===== config.mk =====
export PLATFORM = sky130hd
export DESIGN_NAME = mult_div_unit_flat
export DESIGN_NICKNAME = d
export VERILOG_FILES = /design/src/rtl/mult_div_pkg.sv /design/src/rtl/mult_div_unit_if.sv /design/src/rtl/mult_div_sign_fix.sv /design/src/rtl/mult_div_unit.sv /design/src/flat_wrapper.sv
export SDC_FILE = /design/constraint.sdc
export NUM_CORES = 1
export LEC_CHECK = 0
export BUFFER_PORTS_ARGS = -buffer_cell sky130_fd_sc_hd__buf_4
export CORE_MARGIN = 10
export CORE_UTILIZATION = 55
export CTS_CLUSTER_DIAMETER = 60
export DETAILED_ROUTE_END_ITERATION = 7
export PLACE_DENSITY = 0.83
export SLEW_MARGIN = 20
export SYNTH_ARGS = -nofsm -noshare
export SYNTH_HDL_FRONTEND = slang
export SYNTH_SLANG_ARGS = --single-unit

===== constraint.sdc =====
create_clock -name clk -period 3.4 [get_ports clk]
set_input_delay 0.51 -clock clk [delete_from_list [all_inputs] [get_ports clk]]
set_output_delay 0.51 -clock clk [all_outputs]
set_load 0.1 [all_outputs]

===== src/rtl/mult_div_pkg.sv =====
// Shared types for the multicycle multiply/divide unit.
// Optional unsigned ops are enabled with MULT_DIV_UNSIGNED_EN.
package mult_div_pkg;

    localparam int WIDTH_DEF = 32;
    localparam int CNT_W     = $clog2(WIDTH_DEF);

    typedef enum logic [1:0] {
        IDLE,
        RUN,
        FIX,
        DONE
    } state_e;

    typedef enum logic {
        OP_MULT,
        OP_DIV
    } op_e;

endpackage


===== src/rtl/mult_div_unit_if.sv =====
// Request/result bundle between control unit and mult/div unit.
// Adds unsigned_op when MULT_DIV_UNSIGNED_EN is defined.
interface mult_div_unit_if #(
    parameter int WIDTH = 32
);

    logic [WIDTH-1:0] a_in;
    logic [WIDTH-1:0] b_in;
    logic             mult_start;
    logic             div_start;
`ifdef MULT_DIV_UNSIGNED_EN
    logic             unsigned_op;
`endif
    logic [WIDTH-1:0] hi_out;
    logic [WIDTH-1:0] lo_out;
    logic             busy;
    logic             done;
    logic             div_zero;

    modport master (
`ifdef MULT_DIV_UNSIGNED_EN
        output unsigned_op,
`endif
        output a_in,
        output b_in,
        output mult_start,
        output div_start,
        input  hi_out,
        input  lo_out,
        input  busy,
        input  done,
        input  div_zero
    );

    modport slave (
`ifdef MULT_DIV_UNSIGNED_EN
        input  unsigned_op,
`endif
        input  a_in,
        input  b_in,
        input  mult_start,
        input  div_start,
        output hi_out,
        output lo_out,
        output busy,
        output done,
        output div_zero
    );

endinterface


===== src/rtl/mult_div_sign_fix.sv =====
// Conditional two's-complement negation of a {hi, lo} result pair.
// Multiply negates all 2*WIDTH bits; divide negates hi and lo separately.
module mult_div_sign_fix
    import mult_div_pkg::*;
#(
    parameter int WIDTH = 32
) (
    input  logic [2*WIDTH-1:0] val_i,
    input  logic               sign_a_i,
    input  logic               sign_b_i,
    input  op_e                op_i,
    output logic [2*WIDTH-1:0] val_o
);

    localparam int W2 = 2 * WIDTH;

    logic [W2-1:0]    neg_full;
    logic [WIDTH-1:0] neg_hi;
    logic [WIDTH-1:0] neg_lo;

    assign neg_full = -val_i;
    assign neg_hi   = -val_i[W2-1:WIDTH];
    assign neg_lo   = -val_i[WIDTH-1:0];

    always_comb begin
        val_o = val_i;
        unique case (op_i)
            OP_MULT: begin
                if (sign_a_i ^ sign_b_i) begin
                    val_o = neg_full;
                end
            end
            OP_DIV: begin
                if (sign_a_i) begin
                    val_o[W2-1:WIDTH] = neg_hi;
                end
                if (sign_a_i ^ sign_b_i) begin
                    val_o[WIDTH-1:0] = neg_lo;
                end
            end
            default: val_o = val_i;
        endcase
    end

endmodule


===== src/rtl/mult_div_unit.sv =====
// Multicycle signed MULT/DIV producing the HI/LO pair (shift-add / restoring).
// Define MULT_DIV_UNSIGNED_EN to add unsigned_op (MULTU/DIVU).
module mult_div_unit
    import mult_div_pkg::*;
#(
    parameter int WIDTH = WIDTH_DEF
) (
    input  logic           clk,
    input  logic           reset,
    mult_div_unit_if.slave bus
);

    localparam int CW = $clog2(WIDTH);
    localparam int W2 = 2 * WIDTH;

    state_e           state_q, state_d;
    op_e              op_q, op_d;
    logic [CW-1:0]    cnt_q, cnt_d;
    logic [W2-1:0]    acc_q, acc_d;
    logic [WIDTH-1:0] opd_q, opd_d;
    logic [WIDTH-1:0] hi_q, hi_d;
    logic [WIDTH-1:0] lo_q, lo_d;
    logic             sa_q, sa_d;
    logic             sb_q, sb_d;
    logic             dz_q, dz_d;

    logic             uns;
    logic             in_sa;
    logic             in_sb;
    logic             start;
    op_e              in_op;
    logic [W2-1:0]    mag;
    logic [WIDTH-1:0] mag_a;
    logic [WIDTH-1:0] mag_b;
    logic [W2-1:0]    fixed;
    logic [WIDTH:0]   mul_sum;
    logic [WIDTH:0]   div_shift;
    logic [WIDTH:0]   div_diff;

`ifdef MULT_DIV_UNSIGNED_EN
    assign uns = bus.unsigned_op;
`else
    assign uns = 1'b0;
`endif

    assign in_sa = ~uns & bus.a_in[WIDTH-1];
    assign in_sb = ~uns & bus.b_in[WIDTH-1];
    assign start = bus.mult_start | bus.div_start;
    assign in_op = bus.mult_start ? OP_MULT : OP_DIV;

    // Divide-mode fix negates hi by sign_a and lo by sign_a^sign_b,
    // so feeding sign_a^sign_b as the second sign yields |a|, |b|.
    mult_div_sign_fix #(.WIDTH(WIDTH)) u_mag (
        .val_i    ({bus.a_in, bus.b_in}),
        .sign_a_i (in_sa),
        .sign_b_i (in_sa ^ in_sb),
        .op_i     (OP_DIV),
        .val_o    (mag)
    );

    assign mag_a = mag[W2-1:WIDTH];
    assign mag_b = mag[WIDTH-1:0];

    mult_div_sign_fix #(.WIDTH(WIDTH)) u_fix (
        .val_i    (acc_q),
        .sign_a_i (sa_q),
        .sign_b_i (sb_q),
        .op_i     (op_q),
        .val_o    (fixed)
    );

    // acc holds {partial product, multiplier} or {remainder, quotient}.
    assign mul_sum   = {1'b0, acc_q[W2-1:WIDTH]}
                     + (acc_q[0] ? {1'b0, opd_q} : '0);
    assign div_shift = acc_q[W2-1:WIDTH-1];
    assign div_diff  = div_shift - {1'b0, opd_q};

    always_ff @(posedge clk) begin
        if (reset) begin
            state_q <= IDLE;
            op_q    <= OP_MULT;
            cnt_q   <= '0;
            acc_q   <= '0;
            opd_q   <= '0;
            hi_q    <= '0;
            lo_q    <= '0;
            sa_q    <= 1'b0;
            sb_q    <= 1'b0;
            dz_q    <= 1'b0;
        end else begin
            state_q <= state_d;
            op_q    <= op_d;
            cnt_q   <= cnt_d;
            acc_q   <= acc_d;
            opd_q   <= opd_d;
            hi_q    <= hi_d;
            lo_q    <= lo_d;
            sa_q    <= sa_d;
            sb_q    <= sb_d;
            dz_q    <= dz_d;
        end
    end

    always_comb begin
        state_d = state_q;
        op_d    = op_q;
        cnt_d   = cnt_q;
        acc_d   = acc_q;
        opd_d   = opd_q;
        hi_d    = hi_q;
        lo_d    = lo_q;
        sa_d    = sa_q;
        sb_d    = sb_q;
        dz_d    = dz_q;
        unique case (state_q)
            IDLE: begin
                if (start) begin
                    op_d  = in_op;
                    sa_d  = in_sa;
                    sb_d  = in_sb;
                    cnt_d = '0;
                    dz_d  = 1'b0;
                    if (in_op == OP_DIV && bus.b_in == '0) begin
                        dz_d    = 1'b1;
                        state_d = DONE;
                    end else if (in_op == OP_MULT) begin
                        opd_d   = mag_a;
                        acc_d   = {{WIDTH{1'b0}}, mag_b};
                        state_d = RUN;
                    end else begin
                        opd_d   = mag_b;
                        acc_d   = {{WIDTH{1'b0}}, mag_a};
                        state_d = RUN;
                    end
                end
            end
            RUN: begin
                cnt_d = cnt_q + CW'(1);
                if (op_q == OP_MULT) begin
                    acc_d = {mul_sum, acc_q[WIDTH-1:1]};
                end else if (!div_diff[WIDTH]) begin
                    acc_d = {div_diff[WIDTH-1:0], acc_q[WIDTH-2:0], 1'b1};
                end else begin
                    acc_d = {div_shift[WIDTH-1:0], acc_q[WIDTH-2:0], 1'b0};
                end
                if (cnt_q == CW'(WIDTH - 1)) begin
                    state_d = FIX;
                end
            end
            FIX: begin
                hi_d    = fixed[W2-1:WIDTH];
                lo_d    = fixed[WIDTH-1:0];
                state_d = DONE;
            end
            DONE: begin
                state_d = IDLE;
            end
            default: state_d = IDLE;
        endcase
    end

    always_comb begin
        bus.hi_out   = hi_q;
        bus.lo_out   = lo_q;
        bus.busy     = (state_q == RUN) || (state_q == FIX);
        bus.done     = (state_q == DONE);
        bus.div_zero = (state_q == DONE) && dz_q;
    end

    a_done_not_busy: assert property (
        @(posedge clk) disable iff (reset) bus.done |-> !bus.busy);

    a_dz_with_done: assert property (
        @(posedge clk) disable iff (reset) bus.div_zero |-> bus.done);

endmodule


===== src/flat_wrapper.sv =====
// flat-port wrapper written by rule: the top's interface ports become plain ports
module mult_div_unit_flat import mult_div_pkg::*;
#(
    parameter int WIDTH = WIDTH_DEF
)
  (clk, reset, bus_a_in, bus_b_in, bus_mult_start, bus_div_start, bus_hi_out, bus_lo_out, bus_busy, bus_done, bus_div_zero);
  mult_div_unit_if #(.WIDTH(WIDTH)) bus_i ();
  input  logic clk;
  input  logic reset;
  input wire logic [$bits(bus_i.a_in)-1:0] bus_a_in;
  input wire logic [$bits(bus_i.b_in)-1:0] bus_b_in;
  input wire logic [$bits(bus_i.mult_start)-1:0] bus_mult_start;
  input wire logic [$bits(bus_i.div_start)-1:0] bus_div_start;
  output wire logic [$bits(bus_i.hi_out)-1:0] bus_hi_out;
  output wire logic [$bits(bus_i.lo_out)-1:0] bus_lo_out;
  output wire logic [$bits(bus_i.busy)-1:0] bus_busy;
  output wire logic [$bits(bus_i.done)-1:0] bus_done;
  output wire logic [$bits(bus_i.div_zero)-1:0] bus_div_zero;
  assign bus_i.a_in = bus_a_in;
  assign bus_i.b_in = bus_b_in;
  assign bus_i.mult_start = bus_mult_start;
  assign bus_i.div_start = bus_div_start;
  assign bus_hi_out = bus_i.hi_out;
  assign bus_lo_out = bus_i.lo_out;
  assign bus_busy = bus_i.busy;
  assign bus_done = bus_i.done;
  assign bus_div_zero = bus_i.div_zero;
  mult_div_unit #(.WIDTH(WIDTH)) u_core (.clk(clk), .reset(reset), .bus(bus_i));
endmodule

==> metrics.cfg <==
[status]
status=finished, final reports clean

[drt]
first_pass_iters=6
drtAntennaViolNets=0
routed_wl_microns=49100
drtIter0Drc=1798
via_per_inst=6.30
drcViolationCount=0
wl_per_cell_microns=20.2
vias=15300

[sta]
relSlewSlack_pct=42.7
period_minus_slack_ps=3340
hold_viol_final=0
setup_viol=0
slew_viol_final=0
worstMarginPinSlew_ps=859
finalSetupTns_ps=0
max_freq_mhz=300
timing.final.crit_share_pct=98.1
clock_skew_ps=22.8
rsz0062_at_grt=yes

[clock_tree]
htree_levels=4
cts_tree=done
cts_buffer_depth=2
clock_latency_ps=460
cts.sinks=171
cts_hold_buf=0
clk_pin_slew_ps=90
cts_made_buffers=17
cts_root_buffer=clkbuf_16

[floorplanning]
core_sq_mm=0.0251
initial_core_util_pct=55.8
die_y_microns=180
fp.dieArea_sq_mm=0.0323
num_io_pins=135
rows=58
die_w_microns=180

[power]
p_clk_share_pct=13.4
pwr-share-seq_pct=20.2
p_comb_share_pct=66.5
cellPowerDensity_mw_per_mm2=918
ir_worst_vdd_mv=1.06
p_int_mw=7.25
p_switching_mw=8.63
p_leak_nw=7.27
switching_share_pct=54.3
power.total_mw=15.9

[grt]
grt_pass1_vias=14200
grt_overflow=0
grt_max_degree=88
grt_pass1_wl_microns=76300
grtUsageTotal_pct=28.2
antenna_found_initial=0

[critical_path]
r2r_slack_ps=60
worstPathArrival_ps=3680
cp-end-kind=flip-flop
crit_required_ps=3740
worstSetupPathType=flip-flop to flip-flop
critical_path_peak_fanout=3
start_kind=flip-flop

[cells_and_area]
area_growth_pct=23.4
drive_gt1_share_pct=20.9
antenna_cells=0
final_common_cell=buf_4
final_net_count=2234
mostFrequentLayoutCells=buf_4, nor2_1, dfxtp_1, nand2_1, o21ai_0

[placed_design]
post-dp-hpwl_microns=38300
port_buffers=134
gp_congestion=0.976

[logic_synthesis]
synth_seq_area_share_pct=24.4
synth-edff-count=0
ys_warn_count=0
syn_avg_cell_area_sq_um=7.51
ys.flop_type=dfxtp_1
syn_nets=2011
synth.distinct_cells=81
synthArstFlopShare_pct=0
synth_area_sq_mm=0.0140
ys_ff_latch=171
syn_inst=1867

[hold_path]
worstHoldPathType=primary input to flip-flop

[flow_run]
drv_cap=0

cell type report:
type	instances	area (sq um)
Multi-Input combinational cell	1507	10000
Fill cell	2127	7820
Sequential cell	171	3430
Timing Repair Buffer	327	2550
Clock buffer	17	425
Tap cell	330	413
Inverter	66	248
Clock inverter	15	219
what timing repair did:
action                                  CTS  global route
buffers inserted                          0            10
endpoints found under the setup margin    2            32
gates resized for setup                   5            38
hold endpoints to repair                  0             0
cloned                                    0             1
pin swaps                                 2            22
critical path: stages (launching register included):
cell and delay, ps:
dfxtp_2 350, buf_4 140, and2_4 150, ha_2 180, inv_2 60, fa_2 210
nor2b_2 50, o31a_1 320, o2111ai_2 300, nand2_2 120, a311oi_2 390, o21ai_1 100
a21o_1 200, a221oi_2 270, xnor2_1 100, a221o_1 290
power groups by stage:
stage / logic [mW] / clock network, mW / registers, mW
after floorplan: 5.41 / 0 / 5.01
after global placement: 10.0 / 0 / 3.17
after detailed placement: 10.2 / 0 / 3.21
after CTS: 10.2 / 2.11 / 3.17
after global routing: 11.2 / 2.19 / 3.26
final: 10.6 / 2.12 / 3.20
cell usage after synthesis (19+ instances only):
cell type  count  area, sq um
dfxtp_1      171         3420
clkbuf_1      95          357
inv_1         65          244
xnor2_1       95          832
a211oi_1      95          713
nor3_1        51          255
nand2_1      166          623
nand3_1       27          135
o21ai_0      125          626
xor2_1        75          657
a21oi_1      119          596
nor2_1       241          905
a31oi_1       19          119
ha_1          74          926
a21o_1        27          203
o211ai_1      23          173
mux2i_1       59          591
o31ai_1       25          188
worst paths after layout:
check,from,endpoint,cells after the start
worst max-delay path,u_core.acc_q[0]$_SDFFE_PP0P_,u_core.acc_q[55]$_SDFFE_PP0P_,15
worst min-delay path,bus_mult_start,u_core.op_q$_SDFFE_PP0P_,2
worst max register to register,u_core.acc_q[0]$_SDFFE_PP0P_,u_core.acc_q[55]$_SDFFE_PP0P_,15
worst min register to register,u_core.opd_q[28]$_SDFFE_PP0P_,u_core.opd_q[28]$_SDFFE_PP0P_,2
cell families (layout without fill, tap and decap cells):
family,after synthesis,after routing,synth area share (%)
mux,72,72,5.26
xor+xnor,170,170,10.6
flops,171,171,24.4
buf+inv,189,425,5.35
compound gates,561,561,26.3
simple gates,628,628,21.1
fa+ha+maj,76,76,6.89
metal layers:
layer  global-route usage [%]  part of all wire (%)
met5                        0                     0
met4                     8.50                   2.4
met3                     4.08                   9.8
met2                     44.1                    44
met1                     39.1                    44
stage by stage:
step | setup slack (ps) | hold slack [ps] | cells | instance area (sq um) | utilization (%)
after floorplan | -10.7 | 432 | 1867 | 14000 | -
after global placement | -38.1 | 443 | 2390 | 16400 | 65.4
after detailed placement | -86.5 | 447 | 2390 | 16400 | 65.4
after CTS | 21.7 | 357 | 2422 | 17100 | 68.0
after global routing | -84.0 | 378 | 2433 | 17300 | 68.9
final | 63.6 | 367 | 2433 | 17300 | 68.9
sequential cells by signal, summed over array words and instances, names as in the netlist:
register,count
u_core.acc_q,64
u_core.bus.hi_out,32
u_core.bus.lo_out,32
u_core.opd_q,32
u_core.cnt_q,5
u_core.state_q,2
u_core.dz_q,1
u_core.op_q,1
u_core.sa_q,1
u_core.sb_q,1
Power figures use the tool's default switching activity.
